--- config.mk ---
export PLATFORM = sky130hd
export DESIGN_NAME = cache_ctrl_dm
export DESIGN_NICKNAME = d
export VERILOG_FILES = /design/src/rtl/cache_ctrl_dm.sv
export SDC_FILE = /design/constraint.sdc
export NUM_CORES = 1
export LEC_CHECK = 0
export CAP_MARGIN = 20
export CORE_MARGIN = 8
export CORE_UTILIZATION = 45
export CTS_CLUSTER_DIAMETER = 120
export CTS_CLUSTER_SIZE = 8
export DETAILED_ROUTE_END_ITERATION = 12
export GPL_ROUTABILITY_DRIVEN = 0
export PLACE_DENSITY = 0.85
export SLEW_MARGIN = 10
export SYNTH_ARGS = -nofsm -noshare
export SYNTH_HDL_FRONTEND = slang
export SYNTH_SLANG_ARGS = --single-unit
--- constraint.sdc ---
create_clock -name clock -period 4.2 [get_ports clock]
set_input_delay 0.63 -clock clock [delete_from_list [all_inputs] [get_ports clock]]
set_output_delay 0.63 -clock clock [all_outputs]
set_load 0.05 [all_outputs]
--- src/rtl/cache_ctrl_dm.sv ---
// Direct-mapped, write-through, no-write-allocate cache controller with one-word lines
// held in flops and saturating read hit/miss counters.
module cache_ctrl_dm #(
    parameter int unsigned AWIDTH   = 3,
    parameter int unsigned DWIDTH   = 32,
    parameter int unsigned IDX_BITS = 1,
    parameter int unsigned CWIDTH   = 8
) (
    input  logic              clock,
    input  logic              reset,
    input  logic              cpu_req,
    input  logic              cpu_we,
    input  logic [AWIDTH-1:0] cpu_addr,
    input  logic [DWIDTH-1:0] cpu_wdata,
    output logic              cpu_ready,
    output logic              cpu_done,
    output logic [DWIDTH-1:0] cpu_rdata,
    output logic [AWIDTH-1:0] mem_addr,
    output logic [DWIDTH-1:0] mem_din,
    output logic              mem_we,
    input  logic [DWIDTH-1:0] mem_dout,
    output logic [CWIDTH-1:0] hit_cnt,
    output logic [CWIDTH-1:0] miss_cnt
);
    localparam int unsigned LINES = 1 << IDX_BITS;
    localparam int unsigned TW    = AWIDTH - IDX_BITS;

    typedef enum logic [2:0] {IDLE, LOOKUP, RD_ADDR, RD_DATA, WR} state_t;

    state_t              state_q, state_d;
    logic [AWIDTH-1:0]   req_addr;
    logic                req_we;
    logic [DWIDTH-1:0]   req_wdata;
    logic [TW-1:0]       tag_q  [LINES];
    logic [DWIDTH-1:0]   data_q [LINES];
    logic [LINES-1:0]    valid_q;
    logic [IDX_BITS-1:0] req_idx;
    logic [TW-1:0]       req_tag;
    logic                hit;
    logic                accept;
    logic                done_d;
    logic                hit_inc;
    logic                miss_inc;
    logic                fill;
    logic                wr_upd;
    logic [DWIDTH-1:0]   rdata_d;

    assign req_idx  = req_addr[IDX_BITS-1:0];
    assign req_tag  = req_addr[AWIDTH-1:IDX_BITS];
    assign hit      = valid_q[req_idx] && (tag_q[req_idx] == req_tag);
    assign accept   = cpu_req && cpu_ready;
    // The memory port is driven straight from the latched request registers
    assign mem_addr = req_addr;
    assign mem_din  = req_wdata;

    always_ff @(posedge clock or posedge reset) begin
        if (reset) state_q <= IDLE;
        else       state_q <= state_d;
    end

    always_comb begin
        state_d  = state_q;
        done_d   = 1'b0;
        rdata_d  = cpu_rdata;
        hit_inc  = 1'b0;
        miss_inc = 1'b0;
        fill     = 1'b0;
        wr_upd   = 1'b0;
        case (state_q)
            IDLE: begin
                if (accept) state_d = LOOKUP;
            end
            LOOKUP: begin
                if (req_we) begin
                    state_d = WR;
                end else if (hit) begin
                    rdata_d = data_q[req_idx];
                    done_d  = 1'b1;
                    hit_inc = 1'b1;
                    state_d = IDLE;
                end else begin
                    miss_inc = 1'b1;
                    state_d  = RD_ADDR;
                end
            end
            RD_ADDR: state_d = RD_DATA;
            RD_DATA: begin
                fill    = 1'b1;
                rdata_d = mem_dout;
                done_d  = 1'b1;
                state_d = IDLE;
            end
            WR: begin
                wr_upd  = hit;
                done_d  = 1'b1;
                state_d = IDLE;
            end
            default: state_d = IDLE;
        endcase
    end

    // Request latch, valid bits, registered CPU/memory outputs and counters
    always_ff @(posedge clock or posedge reset) begin
        if (reset) begin
            req_addr  <= '0;
            req_we    <= 1'b0;
            req_wdata <= '0;
            valid_q   <= '0;
            cpu_ready <= 1'b1;
            cpu_done  <= 1'b0;
            cpu_rdata <= '0;
            mem_we    <= 1'b0;
            hit_cnt   <= '0;
            miss_cnt  <= '0;
        end else begin
            if (accept) begin
                req_addr  <= cpu_addr;
                req_we    <= cpu_we;
                req_wdata <= cpu_wdata;
            end
            if (fill) valid_q[req_idx] <= 1'b1;
            cpu_ready <= (state_d == IDLE);
            cpu_done  <= done_d;
            cpu_rdata <= rdata_d;
            mem_we    <= (state_d == WR);
            if (hit_inc && (hit_cnt != '1))   hit_cnt  <= hit_cnt + CWIDTH'(1);
            if (miss_inc && (miss_cnt != '1)) miss_cnt <= miss_cnt + CWIDTH'(1);
        end
    end

    // Tag and data arrays carry no reset; valid_q alone qualifies them
    always_ff @(posedge clock) begin
        if (fill) begin
            tag_q[req_idx]  <= req_tag;
            data_q[req_idx] <= mem_dout;
        end else if (wr_upd) begin
            data_q[req_idx] <= req_wdata;
        end
    end

endmodule

## Yosys cells after proc, flatten, opt, wreduce, memory -nomap -nowiden

Memory sizes are Yosys's and may differ from the RTL's.
Index checks and enable logic that the tools add are counted.

| word-level totals | value |
|---|---|
| bits in writable memories | 68 |
| output and inout bits | 86 |
| memories | 2 |
| word-level logic and storage cells | 65 |
| flip-flop bits (word level) | 92 |
| input bits | 71 |

| operators by class | value |
|---|---|
| bitwise logic cells | 2 |
| $lt $le $gt $ge | 2 |
| equal/unequal tests | 10 |
| mux-type cells | 26 |
| reduce and logical (&&, ||, !) cells | 10 |
| $add $sub $neg | 2 |

Memory list:

| name | words | bits a word | read ports | clocked after memory_dff | write ports | RTL line | source |
|---|---|---|---|---|---|---|---|
| data_q | 2 | 32 | 1 | 0 | 1 | 35 | `logic [DWIDTH-1:0] data_q [LINES];` |
| tag_q | 2 | 2 | 1 | 0 | 1 | 34 | `logic [TW-1:0] tag_q [LINES];` |

Operators by type and width:

| operator | number |
|---|---|
| $mux 32 | 3 |
| $pmux 32 s2 | 1 |
| $add 8x1->8 const B | 2 |
| $mux 1 | 16 |
| $ne 8x8->1 const B | 2 |
| $pmux 3 s3 | 1 |
| $eq 3x2->1 const B | 2 |
| $eq 3x3->1 const B | 2 |
| $logic_not 3->1 | 2 |
| $mux 3 | 2 |
| $logic_and 1x1->1 | 5 |
| $ne 2x2->1 const B | 2 |
| $eq 3x1->1 const B | 1 |
| $reduce_and 3->1 | 1 |
| $eq 2x2->1 | 1 |
| $lt 1x2->1 const B | 1 |
| $mux 2 | 1 |
| $or 2x2->2 | 1 |
| $pmux 1 s2 | 1 |
| $reduce_bool 2->1 | 1 |
| $reduce_or 2->1 | 1 |
| $demux 1 s1 | 1 |
| $ge 1x1->1 const B | 1 |
| $or 1x1->1 | 1 |

## Longest topological paths before layout

| depth | value |
|---|---|
| word-level depth | 8 |
| mapped depth | 8 |
| gate-level depth less buffers | 6 |

## Worst setup path before layout

Ideal clock, no wire load.

| timing path | value |
|---|---|
| kind | register to register |
| start | reg req_addr[0] (netlist: mem_addr[0]) |
| end | mem data_q[1][0], enable pin |
| period minus slack after synthesis | 4,687 ps |
| path buffers | 3 |
| data required time | 3,730 ps |
| library setup time | 470 ps |
| arrival time | 4,217 ps |
| slack | -487 ps |
| stages on the path, launching flop included | 9 |
| cells stage by stage | dfrtp_1 -> clkbuf_2 -> mux2i_1 -> xor2_1 -> and2_1 -> buf_4 -> nand3_4 -> buf_6 -> a21boi_0 |

| between the ends | value |
|---|---|
| word-level cells in the longest chain between the ends | 8 |
| elaborated cells between the ends (all ways) | 10 |
| those cells by class | eq/ne (1); mux (6); bitwise (1); reduce/logical (1); memory (1) |

RTL lines:

| what | RTL line | source |
|---|---|---|
| start, declared | 31 | `logic [AWIDTH-1:0] req_addr;` |
| start signal, assigned | 117 | `req_addr <= cpu_addr;` |
| $mem_v2 2x2 / $mux 1 (equally long branches) | -- |  |
| $eq 2x2->1 / $mux 1 (equally long branches) | 50 | `assign hit = valid_q[req_idx] && (tag_q[req_idx] == req_tag);` |
| $logic_and 1x1->1 | 50 |  |
| $mux 1 | 69 | `case (state_q)` |
| $mux 1 | 136 | `end else if (wr_upd) begin` |
| $mux 1 | 133 | `if (fill) begin` |
| $mux 1 (not written as such) | 137 | `data_q[req_idx] <= req_wdata;` |
| $or 1x1->1 (no source line) | -- |  |
| end, declared | 35 |  |

Several ways; a longest one is shown, not always the timed one. The select of a mux whose other input is x is not followed.

## Final worst setup path

| timing path | value |
|---|---|
| start | reg req_addr[0] (netlist: mem_addr[0]) |
| end | mem data_q[0][4], enable pin |

The elaborated chain is that of the path after synthesis.

==> out/qor.yml <==
yosys:
  netlist-cell-type-count: 46
  synth_seq_cells: 160
  synth_fp_nets: 534
  synth-async-reset-ratio: 0.5750
  ys.warnings.count: 0
  synth_top_area_cell: "dfrtp_1"
  yosysMostFrequentCell: "dfrtp_1"
  synth_common_cells: "dfrtp_1, edfxtp_1, mux2_2"
  seq_area_frac_synth: 0.6383
  synth_edf_count: 68
  synth_top_area_share: 0.3345
  syn_area_per_cell_um2: 14.77
  synth_flop_cell: "dfrtp_1"
  syn_area_um2: 6808
  synth_cells: 461
  ys_top_cells_by_area: "dfrtp_1, edfxtp_1, mux2_2"
timing:
  rsz0062_at_grt: "false"
  maxSlewHeadroom: 0.3269
  skew_ns: 0.01096
  clock.fmax_mhz: 316.2
  setup_tns_ns: 0
  worstMarginPinSlew_ns: 1.006
  setup_viol: 0
  fin_crit_sh: 0.7530
  hold_viol_final: 0
  final_max_slew_viol_count: 0
  period_minus_slack_ns: 3.163
worst_setup_path:
  cpPeakStageDelay_ns: 0.66
  setup.worst_path.start_class: "flop"
  end_kind: "flop"
  crit_required_ns: 4.29
  ff2ff_path_depth: 6
  crit_path_max_fanout: 22
  path_buf_inv: 1
  slowest_stage: "dfrtp_2"
  worstPathCellList: "mux2i_1, xor2_1, and2_1, nand3_4, a21oi_4, buf_4"
  worstSetupPathType: "flop to flop"
  critPathArrivalTime_ns: 3.25
  worst-path-stages: 6
  crit_family: "simple AND/OR/NAND/NOR gates"
detailed_routing:
  drc: 0
  drt_iter0_markers: 334
  route.vias.total: 4415
  postRouteWirelength_um: 16370
  drtPass1Iterations: 5
  avgRoutedWirePerCell_um: 19.99
  via_per_inst: 5.391
  ant_nets: 0
floorplanning:
  start_util: 0.4546
  die_w_um: 139.0
  io_pins: 157
  coreArea_um2: 14980
  die_h_um: 139.0
  die-area_um2: 19320
  rows: 45
pwr:
  p_int_mw: 4.192
  clkPwrFrac: 0.193
  netSwitchingFraction: 0.4241
  seqPwrFrac: 0.349
  finalPower_mw: 7.278
  powerDensity_nw_per_um2: 800.5
  p_sw_mw: 3.087
  cellLeakagePower_nw: 3.687
  p_comb_frac: 0.458
  ir_drop_v: 0.0004670
clocking:
  cts_tree: "built"
  post_cts_buffers: 0
  clk_path_buf_depth: 2
  clock_sinks: 160
  cts_buffers: 17
  post_cts_resized: 0
  clk_pin_slew_worst_paths_ns: 0.06
  clockRootBuffer: "clkbuf_16"
  cts-hold-fix-buffers: 0
  clk_latency_ns: 0.42
  h-tree-depth: 4
grt:
  overflow: 0
  track_usage: 0.1712
  grt_first_pass_wirelength_um: 25980
  antenna_found_initial: 0
  grt_max_degree: 71
  grt_pass1_vias: 4914
layout:
  stdcell_count: 819
  design_area_um2: 9092
  nets: 691
  n_antenna_cell: 0
  drive_gt1_frac: 0.2155
  area_growth_pct: 33.56
worst_hold_path:
  min_path_cells: 2
  hold_path.class: "flop to flop"
placement:
  dp_cells: 787
  place_hpwl_um: 11540
  port-buffer-count: 156
  place_area_um2: 8548
outcome:
  status: "complete, no violations"
job:
  max_cap_violations: 0
-- kinds of logic after synthesis --
logic type | after synthesis | synth area share
xor+xnor | 14 | 0.01801
simple gates | 89 | 0.06524
fa+ha+maj | 2 | 0.003675
flops | 160 | 0.6383
mux | 109 | 0.1897
buf+inv | 44 | 0.03087
compound gates | 43 | 0.05422
-- worst register-to-register path: cells and delay by family, from the launching register on --
| kind | cells | cell delay (ns) |
|---|---|---|
| AOI/OAI and AO/OA | 1 | 0.47 |
| muxes | 1 | 0.30 |
| xor gates and xnor gates | 1 | 0.23 |
| buffers and inverters | 1 | 0.39 |
| and+or+nand+nor | 2 | 0.77 |
| DFF | 1 | 0.66 |
-- flip-flops by register name, indices dropped and copies added (netlist names), 3 cells and up --
signal and cells:
data_q 64, cpu_rdata 32, mem_din 32, hit_cnt 8
miss_cnt 8, tag_q 4, mem_addr 3, state_q 3
-- final timing paths --
check                                         from                 endpoint  slack [ns]
max                        mem_addr[0]$_DFFE_PP0P_   data_q[0][4]$_DFFE_PP_        1.04
min                         valid_q[0]$_DFFE_PP0P_   valid_q[0]$_DFFE_PP0P_        0.48
max reg2reg                mem_addr[0]$_DFFE_PP0P_   data_q[0][4]$_DFFE_PP_        1.04
min reg2reg                 valid_q[0]$_DFFE_PP0P_   valid_q[0]$_DFFE_PP0P_        0.48
max in group asynchronous                    reset  mem_din[23]$_DFFE_PP0P_        2.61
min in group asynchronous                    reset   hit_cnt[4]$_DFFE_PP0P_        0.75
-- final cells by class --
cell class,count,area [um^2]
fill,1106,5884
sequential,160,4347
multi-input combinational,257,2282
timing repair buffer,162,1607
clock buffer,22,486.7
tap,188,235.2
inverter,20,77.57
clock inverter,10,57.56
-- per-stage QoR --
step           hold slack, ns  utilization  setup WS (ns)
6_report               0.4810       0.6071          1.037
5_1_grt                0.4915       0.6071         0.8043
4_1_cts                0.4819       0.6071          1.009
3_5_place_dp           0.4659       0.5708          1.036
3_3_place_gp           0.4478       0.5708          1.258
2_1_floorplan          0.4276            -         0.3214
-- routing by layer --
metal | track usage | routed length [um] | share of wire
met5 | 0 | 0 | 0
met4 | 0.07106 | 371 | 0.023
met3 | 0.05301 | 1085 | 0.066
met2 | 0.2980 | 8341 | 0.51
met1 | 0.1915 | 6573 | 0.40
-- power by group through the flow --
| stage | clock network [mW] | logic [mW] | registers [mW] |
|---|---|---|---|
| 2_1_floorplan | 0 | 0.991 | 3.73 |
| 3_3_place_gp | 0 | 3.29 | 2.53 |
| 3_5_place_dp | 0 | 3.35 | 2.56 |
| 4_1_cts | 1.43 | 3.37 | 2.54 |
| 5_1_grt | 1.49 | 3.49 | 2.59 |
| 6_report | 1.40 | 3.33 | 2.54 |
-- cells in the final DEF, fill, tap and decap left out, drive strengths merged, types with 3 or more instances in the layout --
master and n:
clkdlybuf4s50 156, dfrtp 91, mux2 76, edfxtp 68
mux2i 33, nand2 27, nor2 24, clkbuf 22
inv 21, a221oi 15, o221a 12, xor2 8
nand3 8, xnor2 6, buf 6, nor3 6
o21ai 6, clkinv 6, nand4 4, and3 4
nor4 3, clkinvlp 3, nand2b 3, or2 3
Power figures use the tool's default switching activity.
